## src/rtl/hilo_div_ctrl_if.sv

```systemverilog
// Bundle between the HI/LO divide controller, its requester and the iterative divider.
// The slave side is the controller; the master side is the requester plus divider.
interface hilo_div_ctrl_if;
  logic        op_valid;
  logic [1:0]  op;
  logic [31:0] op_a;
  logic [31:0] op_b;
  logic        div_start;
  logic [31:0] div_a;
  logic [31:0] div_b;
  logic        div_rst;
  logic        div_busy;
  logic        div_done;
  logic        div_dbz;
  logic [31:0] div_val;
  logic [31:0] div_rem;
  logic [31:0] hi;
  logic [31:0] lo;
  logic        stall;
  logic        op_done;
  logic        dbz_exc;
  logic        tmo_exc;

  modport slave (
    input  op_valid, op, op_a, op_b, div_busy, div_done, div_dbz, div_val, div_rem,
    output div_start, div_a, div_b, div_rst, hi, lo, stall, op_done, dbz_exc, tmo_exc
  );

  modport master (
    output op_valid, op, op_a, op_b, div_busy, div_done, div_dbz, div_val, div_rem,
    input  div_start, div_a, div_b, div_rst, hi, lo, stall, op_done, dbz_exc, tmo_exc
  );
endinterface

```

## src/rtl/hilo_div_ctrl.sv

```systemverilog
// HI/LO register controller: MTHI/MTLO writes and sequencing of an external divider
// with divide-by-zero and watchdog-timeout handling.
//
// state | meaning
// IDLE  | accept MTHI/MTLO/DIV requests, stall low
// START | div_start asserted for one cycle, watchdog cleared
// WAIT  | waiting for div_done, watchdog counting
// CLEAR | div_rst asserted for one cycle, then back to IDLE
module hilo_div_ctrl #(
  parameter int TIMEOUT = 64
) (
  input  logic            clk,
  input  logic            rst,
  hilo_div_ctrl_if.slave  bus
);

  localparam int CW = $clog2(TIMEOUT + 1);
  localparam logic [CW-1:0] CNT_LAST = CW'(TIMEOUT - 1);

  typedef enum logic [1:0] {IDLE, START, WAIT, CLEAR} state_t;

  state_t        state;
  logic [CW-1:0] cnt;
  logic          sign_a;
  logic [31:0]   hi_q;
  logic [31:0]   lo_q;
  logic [31:0]   a_q;
  logic [31:0]   b_q;
  logic          start_q;
  logic          div_rst_q;
  logic          done_q;
  logic          dbz_q;
  logic          tmo_q;

  always_ff @(posedge clk or negedge rst) begin
    if (!rst) begin
      state     <= IDLE;
      cnt       <= '0;
      sign_a    <= 1'b0;
      hi_q      <= '0;
      lo_q      <= '0;
      a_q       <= '0;
      b_q       <= '0;
      start_q   <= 1'b0;
      div_rst_q <= 1'b1;
      done_q    <= 1'b0;
      dbz_q     <= 1'b0;
      tmo_q     <= 1'b0;
    end else begin
      done_q <= 1'b0;
      dbz_q  <= 1'b0;
      tmo_q  <= 1'b0;
      unique case (state)
        IDLE: begin
          div_rst_q <= 1'b0;
          if (bus.op_valid) begin
            unique case (bus.op)
              2'b00: begin
                a_q     <= bus.op_a;
                b_q     <= bus.op_b;
                sign_a  <= bus.op_a[31];
                start_q <= 1'b1;
                state   <= START;
              end
              2'b01:   hi_q <= bus.op_a;
              2'b10:   lo_q <= bus.op_a;
              default: ;
            endcase
          end
        end
        START: begin
          start_q <= 1'b0;
          cnt     <= '0;
          state   <= WAIT;
        end
        WAIT: begin
          if (bus.div_done) begin
            if (bus.div_dbz) begin
              dbz_q <= 1'b1;
            end else begin
              // divider reports remainder magnitude; its sign follows the dividend
              lo_q   <= bus.div_val;
              hi_q   <= sign_a ? (~bus.div_rem + 32'd1) : bus.div_rem;
              done_q <= 1'b1;
            end
            div_rst_q <= 1'b1;
            state     <= CLEAR;
          end else if (cnt == CNT_LAST) begin
            tmo_q     <= 1'b1;
            div_rst_q <= 1'b1;
            state     <= CLEAR;
          end else begin
            cnt <= cnt + 1'b1;
          end
        end
        CLEAR: begin
          div_rst_q <= 1'b0;
          state     <= IDLE;
        end
        default: state <= IDLE;
      endcase
    end
  end

  assign bus.div_start = start_q;
  assign bus.div_a     = a_q;
  assign bus.div_b     = b_q;
  assign bus.div_rst   = div_rst_q;
  assign bus.hi        = hi_q;
  assign bus.lo        = lo_q;
  assign bus.stall     = (state != IDLE);
  assign bus.op_done   = done_q;
  assign bus.dbz_exc   = dbz_q;
  assign bus.tmo_exc   = tmo_q;

endmodule
```

## src/flat_wrapper.sv

```systemverilog
// flat-port wrapper written by rule: the top's interface ports become plain ports
module hilo_div_ctrl_flat 
#(
  parameter int TIMEOUT = 64
)
  (clk, rst, bus_op_valid, bus_op, bus_op_a, bus_op_b, bus_div_busy, bus_div_done, bus_div_dbz, bus_div_val, bus_div_rem, bus_div_start, bus_div_a, bus_div_b, bus_div_rst, bus_hi, bus_lo, bus_stall, bus_op_done, bus_dbz_exc, bus_tmo_exc);
  hilo_div_ctrl_if bus_i ();
  input  logic clk;
  input  logic rst;
  input wire logic [$bits(bus_i.op_valid)-1:0] bus_op_valid;
  input wire logic [$bits(bus_i.op)-1:0] bus_op;
  input wire logic [$bits(bus_i.op_a)-1:0] bus_op_a;
  input wire logic [$bits(bus_i.op_b)-1:0] bus_op_b;
  input wire logic [$bits(bus_i.div_busy)-1:0] bus_div_busy;
  input wire logic [$bits(bus_i.div_done)-1:0] bus_div_done;
  input wire logic [$bits(bus_i.div_dbz)-1:0] bus_div_dbz;
  input wire logic [$bits(bus_i.div_val)-1:0] bus_div_val;
  input wire logic [$bits(bus_i.div_rem)-1:0] bus_div_rem;
  output wire logic [$bits(bus_i.div_start)-1:0] bus_div_start;
  output wire logic [$bits(bus_i.div_a)-1:0] bus_div_a;
  output wire logic [$bits(bus_i.div_b)-1:0] bus_div_b;
  output wire logic [$bits(bus_i.div_rst)-1:0] bus_div_rst;
  output wire logic [$bits(bus_i.hi)-1:0] bus_hi;
  output wire logic [$bits(bus_i.lo)-1:0] bus_lo;
  output wire logic [$bits(bus_i.stall)-1:0] bus_stall;
  output wire logic [$bits(bus_i.op_done)-1:0] bus_op_done;
  output wire logic [$bits(bus_i.dbz_exc)-1:0] bus_dbz_exc;
  output wire logic [$bits(bus_i.tmo_exc)-1:0] bus_tmo_exc;
  assign bus_i.op_valid = bus_op_valid;
  assign bus_i.op = bus_op;
  assign bus_i.op_a = bus_op_a;
  assign bus_i.op_b = bus_op_b;
  assign bus_i.div_busy = bus_div_busy;
  assign bus_i.div_done = bus_div_done;
  assign bus_i.div_dbz = bus_div_dbz;
  assign bus_i.div_val = bus_div_val;
  assign bus_i.div_rem = bus_div_rem;
  assign bus_div_start = bus_i.div_start;
  assign bus_div_a = bus_i.div_a;
  assign bus_div_b = bus_i.div_b;
  assign bus_div_rst = bus_i.div_rst;
  assign bus_hi = bus_i.hi;
  assign bus_lo = bus_i.lo;
  assign bus_stall = bus_i.stall;
  assign bus_op_done = bus_i.op_done;
  assign bus_dbz_exc = bus_i.dbz_exc;
  assign bus_tmo_exc = bus_i.tmo_exc;
  hilo_div_ctrl #(.TIMEOUT(TIMEOUT)) u_core (.clk(clk), .rst(rst), .bus(bus_i));
endmodule
```

## config.mk

```make
export PLATFORM = sky130hd
export DESIGN_NAME = hilo_div_ctrl_flat
export DESIGN_NICKNAME = d
export VERILOG_FILES = /design/src/rtl/hilo_div_ctrl_if.sv /design/src/rtl/hilo_div_ctrl.sv /design/src/flat_wrapper.sv
export SDC_FILE = /design/constraint.sdc
export NUM_CORES = 1
export LEC_CHECK = 0
export CAP_MARGIN = 15
export CORE_AREA = 2 2 120 134
export DETAILED_ROUTE_END_ITERATION = 10
export DIE_AREA = 0 0 122 136
export DONT_BUFFER_PORTS = 1
export PLACE_DENSITY_LB_ADDON = 0.15
export SLEW_MARGIN = 20
export SYNTH_ARGS = -nofsm -noshare
export SYNTH_HDL_FRONTEND = slang
export SYNTH_SLANG_ARGS = --single-unit
```

## constraint.sdc

```tcl
create_clock -name clk -period 2.6 [get_ports clk]
set_clock_uncertainty 0.2 [all_clocks]
set_input_delay 0.39 -clock clk [delete_from_list [all_inputs] [get_ports clk]]
set_output_delay 0.39 -clock clk [all_outputs]
set_load 0.01 [all_outputs]
```

# Word level (Yosys, flattened, before mapping)
# Index checks and enable logic that the tools add are counted.
# word_totals
wordCells	79
ramBits	0
out_inout_bits	134
reg_bits	143
inputBits	136
latch_bits	0
mem_bits_ro	0
memories	0
# op_classes
n_bitwise	1
n_reduce_logical	15
n_shift	0
div	0
eq_ne	15
addsub	2
multipliers	0
magnitude_cmp	0
n_mux	34
# ops
cell	n
$mux 32	9
$pmux 32 s2	2
$add 32x1->32 const B	1
$not 32->32	1
$ne 2x2->1 const B	8
$mux 7	2
$pmux 7 s2	1
$mux 1	13
$reduce_and 3->1	4
$reduce_and 5->1	2
$reduce_bool 2->1	5
$mux 2	4
$pmux 2 s4	1
$add 7x1->7 const B	1
$eq 7x6->1 const B	1
$eq 2x2->1 const B	3
$eq 2x1->1 const B	2
$logic_not 2->1	2
$pmux 1 s2	2
$ne 3x2->1 const B	1
$reduce_and 2->1	1
$reduce_or 2->1	1

# Longest topological paths before layout
# logic_depth
depth_word	6
depth_mapped	9
depth_no_buf	8

# Worst setup path after synthesis
# Ideal clock, no wire load.
# synth_path
path_kind	reg2reg
start	reg u_core.state[0]
end	reg u_core.hi_q[14], in the netlist u_core.bus.hi[14]
n_path_buf	2
stages_incl_launch_ff	10
synth_period_minus_slack_ps	2395
path_slack_ps	205
arrival_ps	2077
required_time_ps	2282
setup_ps	118
cell_sequence	dfrtp_1 > inv_1 > ha_1 > mux2_1 > o21ai_1 > a21o_1 > clkbuf_1 > buf_1 > a211oi_1 > a21o_1
# synth_between
elab_chain_cells	3
elab_cells_between_ends	9
classes_between	eq/ne: 5; mux: 1; reduce/logical: 3
# synth_rtl
element	line_no	source
start, declared	hilo_div_ctrl.sv:22	state_t state;
start signal, assigned	hilo_div_ctrl.sv:37	state <= IDLE;
start signal, assigned	hilo_div_ctrl.sv:63	state <= START;
start signal, assigned	hilo_div_ctrl.sv:74	state <= WAIT;
$eq 2x2->1 / $logic_not 2->1 (equally long branches)	hilo_div_ctrl.sv:53	unique case (state)
$ne 2x2->1 (no source line) / $reduce_bool 2->1 (equally long branches)	--	
$reduce_and 5->1 (no source line)	--	
end signal, assigned	hilo_div_ctrl.sv:65	2'b01: hi_q <= bus.op_a;
end signal, assigned	hilo_div_ctrl.sv:83	hi_q <= sign_a ? (~bus.div_rem + 32'd1) : bus.div_rem;
end, declared	hilo_div_ctrl.sv:25	logic [31:0] hi_q;
# Several ways; a longest one is shown, not always the timed one.
# A chain may end at the register's enable or synchronous reset.

# Worst setup path after layout
# layout_path
start	reg u_core.state[0]
end	reg u_core.hi_q[30], in the netlist u_core.bus.hi[30]
# Same word-level chain as after synthesis.

==> results.tsv <==
stage	metric	value	unit
critical_path	cp-start-kind	flop	
timing	hold_violations	142	
power_and_ir_drop	p_leak	3.68	nW
power_and_ir_drop	max-vdd-ir-drop	0.522	mV
timing	slew_violations	0	
synth	yosysWarnings	0	
synth	ys_ff_latch	142	
global_routing	grt_max_degree	143	
cells_and_area	final_cells	917	
flow_run	max_cap_violations	0	
critical_path	crit_required	2.69	ns
synth	synth_area	6700	µm²
power_and_ir_drop	power_frac_comb	32.8	%
timing	fin_crit	2.42	ns
floorplanning	core_area	15300	µm²
timing	setup_viol	0	
power_and_ir_drop	intPower	6.46	mW
critical_path	endpoint_kind	flop	
floorplanning	die_w	122	µm
clock_tree	insertion_delay	0.41	ns
placement	portBuffers	0	
cells_and_area	n_antenna_cell	0	
clock_tree	cts_buffers	17	
floorplanning	start_util	43.8	%
critical_path	cpMostUsedCell	o21ai_1	
global_routing	grt_pass1_wl	28600	µm
critical_path	crit_chain	inv_1 -> ha_1 -> mux2_1 -> o21ai_1 -> a21o_2 -> buf_12 -> nor3b_1 -> a21oi_1 -> o21ai_1	
clock_tree	cts_root_buf	clkbuf_16	
outcome	violations	negative hold slack	
min_path	hp-class	input port to async pin	
synth	seq_area_frac_synth	53.0	%
timing	maxSlewHeadroom	56.4	%
floorplanning	num_rows	48	
cells_and_area	final_util	56.9	%
timing	setup_tns	0	ns
floorplanning	die_y	136	µm
power_and_ir_drop	clkPwrFrac	23.6	%
clock_tree	htree_num_levels	4	
critical_path	critPathArrivalTime	2.51	ns
synth	synth_cell_types	43	
global_routing	grt_pass1_vias	5477	
power_and_ir_drop	p_sw	4.12	mW
timing	tightest_slew	0.653	ns
floorplanning	dieArea	16600	µm²
power_and_ir_drop	p_per_area	1210	nW/µm²
global_routing	grt_overflow	0	
placement	dpl.hpwl	12500	µm
clock_tree	cts_tree	built	
placement	gp_congestion	0.781	
synth	async_flop_share	100	%
clock_tree	cts_hold_buffers	110	
critical_path	crit_slowest_cell	dfrtp_1	
synth	synth-edff-count	0	
global_routing	grt.total_usage	22.5	%
timing	max_freq	0.413	GHz
synth	syn_avg_cell_area	11.3	µm²
timing	holdWs	-0.530	ns
synth	synthesis.nets	736	
timing	fin_crit_sh	93.1	%
global_routing	antenna_found_initial	0	
floorplanning	io_pins	270	
clock_tree	clkTransAtPathRegs	0.06	ns
critical_path	max_stage_delay	0.40	ns
drt	drt_first_pass_iters	4	
drt	wire_per_inst	20.0	µm
synth	ys.flop_type	dfrtp_1	
synth	syn_inst	594	
clock_tree	postCtsSetupBuffers	0	
placement	dp_cells	775	
outcome	status	finished, violations left	
critical_path	crit_fanout	28	
cells_and_area	layout.nets	846	
drt	vias_per_cell	5.48	
drt	wl	18400	µm
timing	grt_setup_unrepaired	no	
cells_and_area	syn_to_final_growth	30.0	%
cells_and_area	drive_gt1_share	17.4	%
power_and_ir_drop	p_seq_share	43.6	%
drt	drtIter0Drc	244	
clock_tree	clock_sinks	142	
drt	postRouteAntennaNets	0	
power_and_ir_drop	p_sw_share	39.0	%
clock_tree	cts.path.max_buffers	2	
drt	drc	0	
critical_path	critical_path_class	flop to flop	
drt	vias	5027	
## power by group through the flow
stage / combinational [mW] / clock, mW / sequential (mW)
global route: 3.90 / 2.65 / 4.74
floorplan: 2.66 / 0 / 4.30
detailed placement: 3.33 / 0 / 4.63
global placement: 3.21 / 0 / 4.62
CTS: 3.48 / 2.55 / 4.62
finish: 3.47 / 2.50 / 4.61
## cell type report
type	instances	area, µm²
inverter	7	26.3
multi-input combinational	411	3020
sequential	142	3550
timing repair buffer	125	1250
tap	200	250
fill	1257	6600
clock buffer	18	429
clock inverter	14	181
## worst max-delay path: cells and delay by family, from the launching register on
kind / cells / cell delay, ns
DFF: 1 / 0.40
adders and majority gates: 1 / 0.20
buffers and inverters: 2 / 0.35
AOI/OAI and AO/OA: 4 / 0.73
muxes: 1 / 0.32
and+or+nand+nor: 1 / 0.07
## path summary, 6_finish.rpt
| check | depth (start not counted) | slack (ns) | start | end |
|---|---|---|---|---|
| min | 0 | -0.53 | rst | u_core.bus.lo[22] |
| min in group clk | 2 | 0.02 | bus_op_a[12] | u_core.bus.lo[12] |
| max in group asynchronous | 0 | 2.43 | rst | u_core.bus.div_rst |
| max | 9 | 0.18 | u_core.state[0] | u_core.bus.hi[30] |
| max reg2reg | 9 | 0.18 | u_core.state[0] | u_core.bus.hi[30] |
| min reg2reg | 1 | 0.28 | u_core.cnt[6] | u_core.bus.tmo_exc |
## flip-flops by register name, indices dropped and copies added (netlist names)
| name | flops |
|---|---|
| u_core.bus.dbz_exc | 1 |
| u_core.bus.div_a | 32 |
| u_core.bus.div_b | 32 |
| u_core.bus.div_rst | 1 |
| u_core.bus.div_start | 1 |
| u_core.bus.hi | 32 |
| u_core.bus.lo | 32 |
| u_core.bus.op_done | 1 |
| u_core.bus.tmo_exc | 1 |
| u_core.cnt | 7 |
| u_core.state | 2 |
## Yosys cell counts (all sizes together) (2+ instances only)
master,count,area (µm²)
dfrtp,141,3530
mux2,68,766
nor2,59,221
a21oi,54,270
o21ai,39,195
mux2i,29,290
nand2,27,101
xor2,27,236
clkbuf,25,93.8
a21o,18,135
a211oi,11,82.6
o31ai,11,87.6
nand3,10,50.1
buf,9,37.5
nor3b,9,67.6
inv,7,26.3
nor2b,7,43.8
ha,6,75.1
o41ai,6,71.3
nor4,4,76.3
xnor2,4,35.0
and3,3,18.8
nand2b,3,18.8
nand4,3,33.8
nor3,3,26.3
or4,3,30.0
or3,2,12.5
## logic make-up after synthesis
group | count (synthesis) | synth area share, %
compound gates | 142 | 12.9
xor+xnor | 31 | 4.05
fa+ha+maj | 6 | 1.12
buf+inv | 41 | 2.35
flops | 142 | 53.0
mux | 97 | 15.8
simple gates | 135 | 10.8
## layout by cell type (no fill, tap or decap), types with 2 or more instances in the layout
cell / netlist / routed
nand2b_1: 3 / 3
o21ai_0: 10 / 10
nor2_1: 59 / 58
nor3_1: 2 / 2
mux2_2: 60 / 60
xnor2_1: 4 / 4
nand4_1: 2 / 2
clkinvlp_4: 0 / 4
clkbuf_16: 0 / 17
nor3b_1: 9 / 9
or4_4: 2 / 2
nor4_4: 3 / 3
dfrtp_1: 141 / 141
a211oi_1: 11 / 11
mux2i_1: 29 / 29
nand2_1: 27 / 27
nor2b_1: 7 / 7
o21ai_1: 29 / 29
clkinv_4: 0 / 3
o41ai_1: 5 / 5
and3_1: 3 / 3
o31ai_1: 10 / 10
inv_2: 3 / 3
mux2_1: 8 / 8
inv_1: 4 / 4
dlygate4sd3_1: 0 / 110
inv_6: 0 / 4
a21o_1: 18 / 17
xor2_1: 27 / 27
buf_4: 1 / 12
ha_1: 6 / 5
a21oi_1: 54 / 53
bufinv_16: 0 / 3
nand3_1: 10 / 10
buf_12: 0 / 3
or3_1: 2 / 2
## per-layer routing
layer	GRT usage, %	wire, µm	vias to the layer above
met1	25.0	6950	2432
met5	0	0	-
met2	39.1	9250	229
li1	-	-	2338
met3	8.93	1820	28
met4	7.79	356	0
## through the flow
stage               power [mW]  instance area (µm²)  hold slack [ns]  setup WS (ns)
floorplan                 6.96                 6700           -0.106          0.205
CTS                       10.7                 8720           -0.554          0.179
detailed placement        7.96                 7000           -0.103          0.160
finish                    10.6                 8720           -0.530          0.180
global route              11.3                 8720           -0.561         0.0151
global placement          7.83                 7000           -0.103          0.160
## timing repair
item | 4_1_cts | 5_1_grt
hold endpoints to repair | 257 | 142
setup endpoints to repair | 0 | 0
gates resized for setup | 0 | 0
Power figures use the tool's default switching activity.
==> RTL edit 1, RTL diff (same flow settings) <==
Re-encode `state_t` (4 states) as one-hot, 4 bits wide.
--- a/src/rtl/hilo_div_ctrl.sv
+++ b/src/rtl/hilo_div_ctrl.sv
@@ -17,7 +17,7 @@
   localparam int CW = $clog2(TIMEOUT + 1);
   localparam logic [CW-1:0] CNT_LAST = CW'(TIMEOUT - 1);
 
-  typedef enum logic [1:0] {IDLE, START, WAIT, CLEAR} state_t;
+  typedef enum logic [3:0] {IDLE = 4'b0001, START = 4'b0010, WAIT = 4'b0100, CLEAR = 4'b1000} state_t;
 
   state_t        state;
   logic [CW-1:0] cnt;
Behaviour: same outputs for any inputs over 4 cycles, from zero or initial values and one cycle with rst low; so few cycles prove little.
==> RTL edit 1 against the original RTL <==
- wire length up 7.5%
- design area up 0.83%
- the flow still finishes with violations (hold timing)
- synthesized cell count rose by 2.5%
- final cell count is 2.5% higher
- area after synthesis decreased by 0.22%
- sequential cell count up 2
- setup slack worse by 0.12 ns
- die area unchanged
- count of clock-buffer cells in the layout up 1
- critical path type unchanged
Power is not compared: it rests on default switching activity, and its combinational part moved more than twofold at a synthesized area within 25%.
==> RTL edit 1: results (changes against the original RTL) <==
[synth]
seq_area_frac_synth_pct=53.92  ; +0.89 points
netlist_top_cells_count=dfrtp_1 (142), nand2_1 (92), mux2_2 (67)
ys_types=55  ; +28%
ys_top_cells_by_area=dfrtp_1 (53%), mux2_2 (11%), nand2_1 (5.2%)
async_reset_ff_share_pct=100.0  ; unchanged
syn_nets=747  ; +1.5%

[detailed_routing]
drtIter0Drc=358  ; +47%
avgRoutedWirePerCell_um=21.02  ; +4.8%
topRoutingLayerUsed=met4
route.met2.wl_um=10300  ; +11%
wl_met3_um=1691  ; -7.2%
vias=5316  ; +5.7%
drtPass1Iterations=5  ; +1
drt-met1-wl_um=7293  ; +4.9%

[critical_path]
cp_top_family=simple AND/OR/NAND/NOR gates
r2r-end=u_core.bus.div_a[11]
crit_arrival_ns=2.64  ; +0.13 ns
cp_max_fo=20  ; -29%
crit_type=flip-flop to flip-flop
cp_slowest_cell=dfstp_2
rr_startpoint=u_core.state[0]
max_stage_delay_ns=0.53  ; +0.13 ns
r2r_setup_slack_ns=0.06  ; -0.12 ns
rr_worst_depth=6  ; -3

[finish]
layout.nets=865  ; +2.2%
post_route_cells_drive_above_1_share_pct=20.95  ; +3.5 points
n_antenna_cell=0  ; unchanged

[power]
ir_worst_vdd_mv=0.4027
leakagePower_uw=0.003675

[global_route]
grt.total_usage_pct=23.42  ; +0.90 points
grt_pass1_vias=5505  ; +0.51%
grt_pass1_wl_um=29460  ; +3.0%
grt_max_degree=145  ; +1.4%

[place]
port_buffers=0  ; unchanged
gp_congestion=0.7993  ; +2.3%
dp_hpwl_um=13180  ; +5.7%
pre_cts_ws_ns=-0.1036  ; -0.2635 ns

[clock_network]
cts_inserted_buffers=17  ; unchanged
cts_root_buf=clkbuf_16
cts_buffer_depth=2  ; unchanged
h-tree-depth=4  ; unchanged
clk_latency_ns=0.42
cts.clk_slew.worst_paths_ns=0.06  ; about the same
ctsHoldBuffers=108  ; -1.8%

[timing]
hold_viol=144  ; +1.4%
hold_ws_ns=-0.5342  ; -0.003782 ns
tightest_slew_ns=0.4958  ; -0.1576 ns

[outcome]
violations=hold timing
status=finished with violations

[hold_path]
hp-class=input pin to async pin

-- RTL edit 1: changes by cell type in the layout (fill, tap and decap cells not counted), moves of 17 or more --
cell	delta
nand2_1	+65
a21oi_1	-37
a31oi_1	+29
mux2i_1	-27
o21ai_1	-27
a21o_1	-17
-- RTL edit 1: kinds of logic (layout without fill, tap and decap cells) --
family,after synthesis,after routing,share of synthesized area (%)
AND/OR/NAND/NOR,194,194,13.71
flip-flops,144,144,53.92
AO/OA/AOI/OAI,125,125,13.64
multiplexers,69,69,11.58
buffers and inverters,50,181,3.499
XOR/XNOR,25,25,3.274
adder cells (fa/ha/maj),2,2,0.3741
-- RTL edit 1: final cells by class --
class                   count  area, um^2
repair buffers            140        1426
clock buffers              19       442.9
well taps                 200       250.2
fillers                  1309        6526
clock inverters            13       136.4
flip-flops and latches    144        3606
multi-input cells         415        2893
inverters                   9       33.78
-- RTL edit 1: where the power goes --
group          internal, uW  leakage, uW  total [uW]  switching (uW)
clock                  1440     0.000287        2400             961
combinational           588      0.00168        1020             430
sequential             2720      0.00171        3310             594
-- RTL edit 1: routing by layer --
layer  track usage (%)  up-vias
met5                 0        -
li1                  -     2421
met2             41.15      224
met4             8.812        0
met3             8.893       35
met1             25.56     2636
-- RTL edit 1: repair_timing --
action / CTS / global route
endpoints found under the hold margin: 257 / 144
buffers inserted: 0 / 1
endpoints found under the setup margin: 0 / 17
resized for setup: 0 / 1
-- RTL edit 1: stage by stage --
stage,cell area (um^2),instances,util (%),total power [uW],hold WS [ns]
2_1_floorplan,6718,609,-,3925,-0.1056
3_3_place_gp,7081,798,46.23,4172,-0.1023
3_5_place_dp,7081,798,46.23,4222,-0.1025
4_1_cts,8741,938,57.08,6783,-0.5516
5_1_grt,8788,940,57.39,7058,-0.5618
6_report,8788,940,57.39,6727,-0.5342
-- RTL edit 1: worst max path at each step --
stage | endpoint | slack (ns) | cells after the start
after floorplan | u_core.bus.hi[23] | -0.009 | 6
after global placement | u_core.bus.hi[30] | -0.08 | 8
after detailed placement | u_core.bus.hi[26] | -0.10 | 8
after CTS | u_core.bus.div_a[28] | 0.05 | 5
after global routing | u_core.bus.div_a[15] | 0.02 | 6
final | u_core.bus.div_a[11] | 0.06 | 6
==> RTL edit 2, RTL diff (config.mk and constraints unchanged) <==
Without the edit above. `TIMEOUT` is set to 64 in 2 places; all go to 128.
--- a/src/rtl/hilo_div_ctrl.sv
+++ b/src/rtl/hilo_div_ctrl.sv
@@ -7,7 +7,7 @@
 // WAIT  | waiting for div_done, watchdog counting
 // CLEAR | div_rst asserted for one cycle, then back to IDLE
 module hilo_div_ctrl #(
-  parameter int TIMEOUT = 64
+  parameter int TIMEOUT = 128
 ) (
   input  logic            clk,
   input  logic            rst,
--- a/src/flat_wrapper.sv
+++ b/src/flat_wrapper.sv
@@ -1,7 +1,7 @@
 // flat-port wrapper written by rule: the top's interface ports become plain ports
 module hilo_div_ctrl_flat 
 #(
-  parameter int TIMEOUT = 64
+  parameter int TIMEOUT = 128
 )
   (clk, rst, bus_op_valid, bus_op, bus_op_a, bus_op_b, bus_div_busy, bus_div_done, bus_div_dbz, bus_div_val, bus_div_rem, bus_div_start, bus_div_a, bus_div_b, bus_div_rst, bus_hi, bus_lo, bus_stall, bus_op_done, bus_dbz_exc, bus_tmo_exc);
   hilo_div_ctrl_if bus_i ();
Behaviour: no difference found for any inputs over 4 cycles, from zero or initial values and one cycle with rst low; that may be too few to reach the edited logic, so the function may still have changed.
==> RTL edit 2 against the original RTL <==
- the flow still finishes with violations (hold timing)
- power increased by 2.7%
- design area stayed put
- wire length rose by 1.7%
- area after synthesis rose by 0.45%
- die area stayed put
- sequential cell count increased by 1
- hold slack worse by 0.0054 ns
- sequential share of layout area grew 0.29 points
- setup slack worse by 0.019 ns
- critical endpoint is now u_core.bus.hi[28]
==> RTL edit 2: results (changes against the original RTL) <==
[synth]
ys_types=46  ; +7.0%
synthAdderAreaFrac_pct=1.115  ; -0.0050 points
yosys.area_share.xor_xnor_pct=4.423  ; +0.37 points
syn_inst=604  ; +1.7%

[place]
gp_congestion=0.7984  ; +2.2%
dp_cells=783  ; +1.0%
pre_cts_ws_ns=0.1227  ; -0.03726 ns

[global_route]
met3_usage_pct=8.557  ; -0.38 points
grt_max_degree=144  ; +0.70%
grt_use_met1_pct=25.05  ; +0.041 points

[outcome]
status=finished with violations
violations=hold timing

[critical_path]
crit_arrival_ns=2.57  ; +0.06 ns
cp_max_fo=32  ; +14%
r2r_setup_slack_ns=0.16  ; -0.02 ns

[finish]
n_clock_buffer=21  ; +3
fill_cells=1307  ; +4.0%
layout.nets=850  ; +0.47%
multi_input_cells=418  ; +1.7%
multi_input_area_mm2=0.002984  ; -1.3%
bufAreaShareNonClock_pct=14.00  ; -0.36 points
buffers=120  ; -4.0%

[power]
leakagePower_uw=0.003700  ; +0.58%
netSwitchingPower_uw=4097  ; -0.57%

[detailed_routing]
drtIter0Drc=274  ; +12%
viasPerCell=5.503  ; +0.38%

[timing]
hold_ws_ns=-0.5359  ; -0.005427 ns
slew-limit-headroom_pct=39.38  ; -17 points
hold_viol=143  ; +0.70%

[RTL edit 2: cell count changes after synthesis, sizes merged, moves of 3 or more]
cell    before  now
a211oi      11    0
nor3b        9    0
buf          9    5
mux2i       29   26
o21ai       39   35
nor2b        7   11
xnor2        4   12
clkbuf      25   30
or4          3    7
a21oi       54   73
xor2        27   22
a21o        18   10
o22ai        0   10
[RTL edit 2: per-layer routing]
metal | wire length, um | vias to the layer above
met5 | 0 | -
met1 | 7051 | 2457
met2 | 9389 | 229
li1 | - | 2343
met4 | 357 | 0
met3 | 1890 | 28
[RTL edit 2: how the worst max path moves through the flow]
stage	slack [ns]	start	endpoint
final	0.16	u_core.state[0]	u_core.bus.hi[28]
after global routing	0.06	u_core.cnt[0]	u_core.cnt[5]
after CTS	0.09	u_core.state[0]	u_core.bus.hi[21]
after floorplan	0.13	u_core.state[0]	u_core.bus.div_a[25]
after global placement	0.14	bus_div_rem[10]	u_core.bus.hi[22]
after detailed placement	0.12	u_core.state[0]	u_core.bus.hi[21]
